## config.mk

```make
export PLATFORM = sky130hd
export DESIGN_NAME = pipe_scheduler
export DESIGN_NICKNAME = d
export VERILOG_FILES = /design/src/rtl/pipe_pkg.sv /design/src/rtl/pipe_lfsr.sv /design/src/rtl/pipe_scheduler.sv
export SDC_FILE = /design/constraint.sdc
export NUM_CORES = 1
export LEC_CHECK = 0
export ABC_AREA = 1
export BUFFER_PORTS_ARGS = -buffer_cell sky130_fd_sc_hd__buf_2
export CORE_ASPECT_RATIO = 0.7
export CORE_MARGIN = 10
export CORE_UTILIZATION = 45
export CTS_CLUSTER_DIAMETER = 50
export DETAILED_ROUTE_END_ITERATION = 10
export PLACE_DENSITY = 0.66
export SLEW_MARGIN = 40
export SYNTH_ARGS = -nofsm -noshare
export SYNTH_HDL_FRONTEND = slang
export SYNTH_HIERARCHICAL = 1
export SYNTH_SLANG_ARGS = --single-unit
```

## constraint.sdc

```tcl
create_clock -name clk -period 6.2 [get_ports clk]
set_input_delay 0.31 -clock clk [delete_from_list [all_inputs] [get_ports clk]]
set_output_delay 0.31 -clock clk [all_outputs]
set_load 0.01 [all_outputs]
```

## src/rtl/pipe_pkg.sv

```systemverilog
// Shared types and helpers for the scrolling pipe field scheduler.
package pipe_pkg;

    localparam int unsigned FIELD_W = 16;
    localparam int unsigned FIELD_H = 16;
    localparam int unsigned GAP_H = 4;
    localparam logic [15:0] LFSR_SEED = 16'hACE1;

    typedef enum logic [1:0] {IDLE, RUN, OVER} game_state_t;

    typedef logic [FIELD_H-1:0] column_t;

    // Gap top row in 1..11 so a 4-row gap never reaches rows 0 or 15.
    function automatic logic [3:0] gap_from_lfsr(logic [15:0] v);
        logic [3:0] n;
        n = v[3:0];
        return (n % 4'd11) + 4'd1;
    endfunction

    function automatic column_t pipe_pattern(logic [3:0] gap);
        column_t ones;
        ones = (column_t'(1) << GAP_H) - column_t'(1);
        return ~(ones << gap);
    endfunction

endpackage

```

## src/rtl/pipe_lfsr.sv

```systemverilog
// 16-bit Fibonacci LFSR (taps 16,14,13,11) with enable and reset seed.
module pipe_lfsr
    import pipe_pkg::*;
#(
    parameter logic [15:0] SEED = LFSR_SEED
) (
    input  logic        clk_i,
    input  logic        rst_ni,
    input  logic        en_i,
    output logic [15:0] lfsr_o
);

    logic [15:0] lfsr_q, lfsr_d;

    always_comb begin
        lfsr_d = lfsr_q;
        if (en_i) begin
            lfsr_d = {lfsr_q[0] ^ lfsr_q[2] ^ lfsr_q[3] ^ lfsr_q[5], lfsr_q[15:1]};
        end
    end

    always_ff @(posedge clk_i or negedge rst_ni) begin
        if (!rst_ni) begin
            lfsr_q <= SEED;
        end else begin
            lfsr_q <= lfsr_d;
        end
    end

    assign lfsr_o = lfsr_q;

endmodule

```

## src/rtl/pipe_scheduler.sv

```systemverilog
// Game-phase FSM, scroll/spawn timing, scoring and speed ramp for the pipe field.
module pipe_scheduler
    import pipe_pkg::*;
#(
    parameter int unsigned SCROLL_PERIOD_INIT = 12500000,
    parameter int unsigned SCROLL_PERIOD_MIN  = 3125000,
    parameter int unsigned SPEEDUP_STEP       = 625000,
    parameter int unsigned PIPE_SPACING       = 6,
    parameter int unsigned BIRD_COL           = 13
) (
    input  logic               clk,
    input  logic               reset,
    input  logic               start,
    input  logic               gameover,
    output logic               shift_en,
    output logic               spawn_en,
    output logic [FIELD_H-1:0] new_col,
    output logic               field_clr,
    output logic [7:0]         score,
    output logic               running
);

    localparam int unsigned CNT_W = $clog2(SCROLL_PERIOD_INIT + 1);
    localparam int unsigned COL_W = $clog2(PIPE_SPACING + 1);
    localparam logic [CNT_W-1:0] PERIOD_INIT = CNT_W'(SCROLL_PERIOD_INIT);
    localparam logic [COL_W-1:0] COL_LAST = COL_W'(PIPE_SPACING - 1);

    game_state_t         state_q, state_d;
    logic [CNT_W-1:0]    tick_cnt_q, tick_cnt_d;
    logic [CNT_W-1:0]    period_q, period_d;
    logic [COL_W-1:0]    col_cnt_q, col_cnt_d;
    // Only the columns up to the bird matter for scoring.
    logic [BIRD_COL-1:0] occ_q, occ_d;
    logic [3:0]          gap_pos_q, gap_pos_d;
    logic [7:0]          score_q, score_d;
    logic                shift_en_q, shift_en_d;
    logic                spawn_en_q, spawn_en_d;
    logic                field_clr_q, field_clr_d;
    logic [15:0]         lfsr;

    pipe_lfsr u_lfsr (
        .clk_i  (clk),
        .rst_ni (reset),
        .en_i   (1'b1),
        .lfsr_o (lfsr)
    );

    always_comb begin
        state_d     = state_q;
        tick_cnt_d  = tick_cnt_q;
        period_d    = period_q;
        col_cnt_d   = col_cnt_q;
        occ_d       = occ_q;
        gap_pos_d   = gap_pos_q;
        score_d     = score_q;
        shift_en_d  = 1'b0;
        spawn_en_d  = 1'b0;
        field_clr_d = 1'b0;

        // Bookkeeping for the shift currently visible on shift_en.
        if (shift_en_q) begin
            occ_d = {occ_q[BIRD_COL-2:0], spawn_en_q};
            if (occ_q[BIRD_COL-1] && (score_q != 8'hFF)) begin
                score_d = score_q + 8'd1;
                if (score_d[2:0] == 3'd0) begin
                    period_d = (32'(period_q) >= SPEEDUP_STEP + SCROLL_PERIOD_MIN)
                             ? period_q - CNT_W'(SPEEDUP_STEP)
                             : CNT_W'(SCROLL_PERIOD_MIN);
                end
            end
        end
        if (spawn_en_q) begin
            gap_pos_d = gap_from_lfsr(lfsr);
        end

        unique case (state_q)
            IDLE: begin
                if (start) begin
                    state_d    = RUN;
                    tick_cnt_d = '0;
                    gap_pos_d  = gap_from_lfsr(lfsr);
                end
            end
            RUN: begin
                if (gameover) begin
                    state_d = OVER;
                end else if (tick_cnt_q == period_q - CNT_W'(1)) begin
                    tick_cnt_d = '0;
                    shift_en_d = 1'b1;
                    if (col_cnt_q == COL_LAST) begin
                        spawn_en_d = 1'b1;
                        col_cnt_d  = '0;
                    end else begin
                        col_cnt_d = col_cnt_q + COL_W'(1);
                    end
                end else begin
                    tick_cnt_d = tick_cnt_q + CNT_W'(1);
                end
            end
            OVER: begin
                if (start) begin
                    state_d     = IDLE;
                    field_clr_d = 1'b1;
                    score_d     = '0;
                    occ_d       = '0;
                    period_d    = PERIOD_INIT;
                    tick_cnt_d  = '0;
                    col_cnt_d   = COL_LAST;
                end
            end
            default: state_d = IDLE;
        endcase
    end

    always_ff @(posedge clk or negedge reset) begin
        if (!reset) begin
            state_q     <= IDLE;
            tick_cnt_q  <= '0;
            period_q    <= PERIOD_INIT;
            col_cnt_q   <= COL_LAST;
            occ_q       <= '0;
            gap_pos_q   <= 4'd1;
            score_q     <= '0;
            shift_en_q  <= 1'b0;
            spawn_en_q  <= 1'b0;
            field_clr_q <= 1'b0;
        end else begin
            state_q     <= state_d;
            tick_cnt_q  <= tick_cnt_d;
            period_q    <= period_d;
            col_cnt_q   <= col_cnt_d;
            occ_q       <= occ_d;
            gap_pos_q   <= gap_pos_d;
            score_q     <= score_d;
            shift_en_q  <= shift_en_d;
            spawn_en_q  <= spawn_en_d;
            field_clr_q <= field_clr_d;
        end
    end

    assign shift_en  = shift_en_q;
    assign spawn_en  = spawn_en_q;
    assign field_clr = field_clr_q;
    assign score     = score_q;
    assign running   = (state_q == RUN);
    assign new_col   = spawn_en_q ? pipe_pattern(gap_pos_q) : '0;

endmodule
```

==> impl_metrics.py <==
metrics = {
    "finish": {
        "areaGrowthSynthToFinish_pct": 8.192,
        "final_layout_size_suffix_gt1_share_pct": 12.12,
        "antenna_cells": 0,
        "final_nets": 990,
    },
    "synthesis": {
        "synth_common_cells": "269 x nand2_1, 129 x inv_1, 101 x nor2_1",
        "seq_area_frac_synth_pct": 36.88,
        "synth_flop_cell": "dfrtp_1",
        "synth_area_leaders": "dfrtp_1 28%, nand2_1 15%, dfstp_2 9.1%, inv_1 7.3%, nor2_1 5.7%",
        "synth-seq-cells": 97,
        "synth_cells": 959,
        "syn-cell-area_um2": 6659,
        "synth-edff-count": 0,
        "syn_avg_cell_area_um2": 6.944,
        "synth.most_common_cell": "nand2_1",
        "synth_top_area_share_pct": 27.81,
        "synth_nets": 972,
        "ys_types": 45,
        "yosys_warnings": 6,
        "async_reset_ff_share_pct": 100.0,
        "yosysTopAreaCell": "dfrtp_1",
    },
    "detailed_routing": {
        "first_iter_violations": 750,
        "drtPass1Iterations": 5,
        "drt-total-wl_mm": 17.24,
        "wl_per_cell_um": 14.65,
        "ant_nets": 0,
        "via_per_inst": 5.206,
        "drc": 0,
        "vias": 6127,
    },
    "sta": {
        "slew_viol_final": 0,
        "setup-violations-final": 0,
        "rsz0062_at_grt": "no",
        "worst_pin_slew_ns": 0.6675,
        "period_needed_ns": 2.963,
        "finalHoldViolCount": 0,
        "slew_headroom_pct": 55.34,
        "period_share_pct": 47.79,
        "fin_ws_ns": 3.237,
        "clock.fmax_ghz": 0.3375,
        "tns_ns": 0,
        "finClkSkew_ns": 0.008095,
    },
    "floorplan": {
        "ios": 32,
        "die_x_um": 165.4,
        "fp.coreArea_um2": 14580,
        "start_util_pct": 45.66,
        "num_rows": 37,
        "die_area_um2": 20140,
        "fp.dieH_um": 121.8,
    },
    "outcome": {
        "status": "completed",
    },
    "worst_hold_path": {
        "holdCritStartpoint": "start",
        "hold_depth": 2,
        "hp-class": "in2reg",
        "hold_end": "state_q[1]",
    },
    "setup_path": {
        "required_ns": 6.47,
        "critPathMaxFanout": 17,
        "crit_arrival_ns": 3.24,
        "r2r_start": "shift_en",
        "critical_path_class": "reg2reg",
        "rr_worst_depth": 7,
        "start_kind": "flip-flop",
        "critPathCaptureType": "flip-flop",
        "reg2reg_setup_slack_ns": 3.24,
        "r2r_end": "period_q[16]",
    },
    "power": {
        "ir_worst_vdd_v": 0.0001990,
        "leakage_nw": 3.616,
        "p_per_area_nw_per_um2": 278.9,
        "power_w": 0.002009,
    },
    "global_route": {
        "overflow": 0,
        "grt_max_degree": 50,
        "grt_use_total_pct": 17.16,
        "antenna_found_initial": 0,
        "first_global_vias": 5423,
        "grt_pass1_wl_mm": 28.20,
    },
    "clock_tree": {
        "cts_tree": "done",
        "clk_pin_slew_ns": 0.08,
        "cts_inserted_buffers": 9,
        "clk_path_buf_depth": 2,
        "cts_setup_buffers": 0,
        "clk_latency_ns": 0.35,
        "cts_root_buffer": "clkbuf_16",
        "clkSinkCount": 97,
        "ctsHtreeMaxLevel": 3,
    },
    "placement": {
        "place.gp.congestion": 0.9905,
        "post-place-ws_ns": 3.303,
        "numPortBuffers": 31,
        "dp_hpwl_mm": 13.01,
    },
    "flow_run": {
        "max_cap_viol_count": 0,
    },
}
## per-layer routing
metal	part of all wire, %	wire (um)	track usage (%)
met4	0.86	148	3.228
met2	38	6535	21.72
met3	8.4	1442	3.842
met5	0	0	0
met1	53	9116	28.19
## through the flow
step | hold slack [ns] | util (%) | cell area, um2 | instances
floorplan | 0.01441 | - | 6659 | 959
global placement | 0.3740 | 47.28 | 6895 | 1160
detailed placement | 0.3732 | 47.28 | 6895 | 1160
CTS | 0.2092 | 49.40 | 7204 | 1177
global route | 0.2340 | 49.40 | 7204 | 1177
finish | 0.2239 | 49.40 | 7204 | 1177
## layout by cell type, fill, tap and decap left out, types with 2 or more instances in the layout
| cell | instances |
|---|---|
| buf_2 | 30 |
| dfrtp_1 | 74 |
| buf_4 | 4 |
| o31ai_1 | 2 |
| o21ai_1 | 16 |
| nand2_1 | 269 |
| xnor2_1 | 13 |
| nand3_2 | 2 |
| nor3_2 | 2 |
| nor2_1 | 101 |
| clkinv_4 | 2 |
| inv_8 | 2 |
| nand3_1 | 60 |
| inv_1 | 129 |
| o21ai_2 | 3 |
| and3_1 | 3 |
| xor2_1 | 31 |
| nand3b_1 | 7 |
| or2_2 | 7 |
| ha_1 | 9 |
| inv_2 | 3 |
| nor2_4 | 6 |
| nand2_2 | 4 |
| o21ai_0 | 57 |
| a31oi_1 | 6 |
| o22ai_1 | 2 |
| nor2_2 | 14 |
| clkbuf_16 | 9 |
| dfstp_2 | 23 |
| nor4_1 | 4 |
| clkinv_1 | 3 |
| a21oi_1 | 20 |
| nor3_1 | 12 |
| nand4_1 | 37 |
| inv_6 | 2 |
## cells by family (layout without fill, tap and decap cells)
family / after synthesis / in the layout / synth area share (%)
mux: 1 / 1 / 0.1691
flops: 97 / 97 / 36.88
buf+inv: 164 / 187 / 10.52
fa+ha+maj: 9 / 9 / 1.691
xor+xnor: 45 / 45 / 6.032
other cells: 1 / 1 / 0.05632
simple gates: 529 / 529 / 35.32
compound gates: 113 / 113 / 9.320
## area by class of cell
| class | instances | area [um2] |
|---|---|---|
| clock buffers | 9 | 225.2 |
| clock inverters | 7 | 73.82 |
| fillers | 1448 | 7378 |
| inverters | 136 | 513.0 |
| multi-input cells | 698 | 3502 |
| flip-flops and latches | 97 | 2456 |
| well taps | 195 | 244.0 |
| repair buffers | 35 | 190.2 |
## worst max path at each step
stage / startpoint / to / slack (ns) / depth (start not counted)
global placement: shift_en / period_q[16] / 3.33 / 7
floorplan: period_q[4] / tick_cnt_q[7] / 4.18 / 17
finish: shift_en / period_q[16] / 3.24 / 7
global route: shift_en / period_q[16] / 2.87 / 7
detailed placement: shift_en / period_q[16] / 3.30 / 7
CTS: shift_en / period_q[16] / 3.26 / 7
## report_power, final
part           internal [W]  total [W]  switching (W)
combinational      0.000190   0.000596       0.000406
sequential         0.000737   0.000847       0.000110
clock              0.000286   0.000566       0.000280
## registers in the layout (all words and copies together) (netlist names), 2 cells and up
name and flops:
score 8, period_q 24, tick_cnt_q 24, gap_pos_q 4
occ_q 13, state_q 2, u_lfsr/lfsr_o 16, col_cnt_q 3
## worst max-delay path: stages (launching register included)
cell and delay (ns):
dfrtp_1 0.62, inv_1 0.30, nor2_1 0.60, nand2_1 0.46
inv_1 0.46, nand3_1 0.15, xor2_1 0.17, a21oi_1 0.14
## timing repair
| item | 4_1_cts | 5_1_grt |
|---|---|---|
| resized for setup | 0 | 0 |
| endpoints found under the hold margin | 1 | 0 |
| hold buffers | 1 | 0 |
Power figures use the tool's default switching activity.
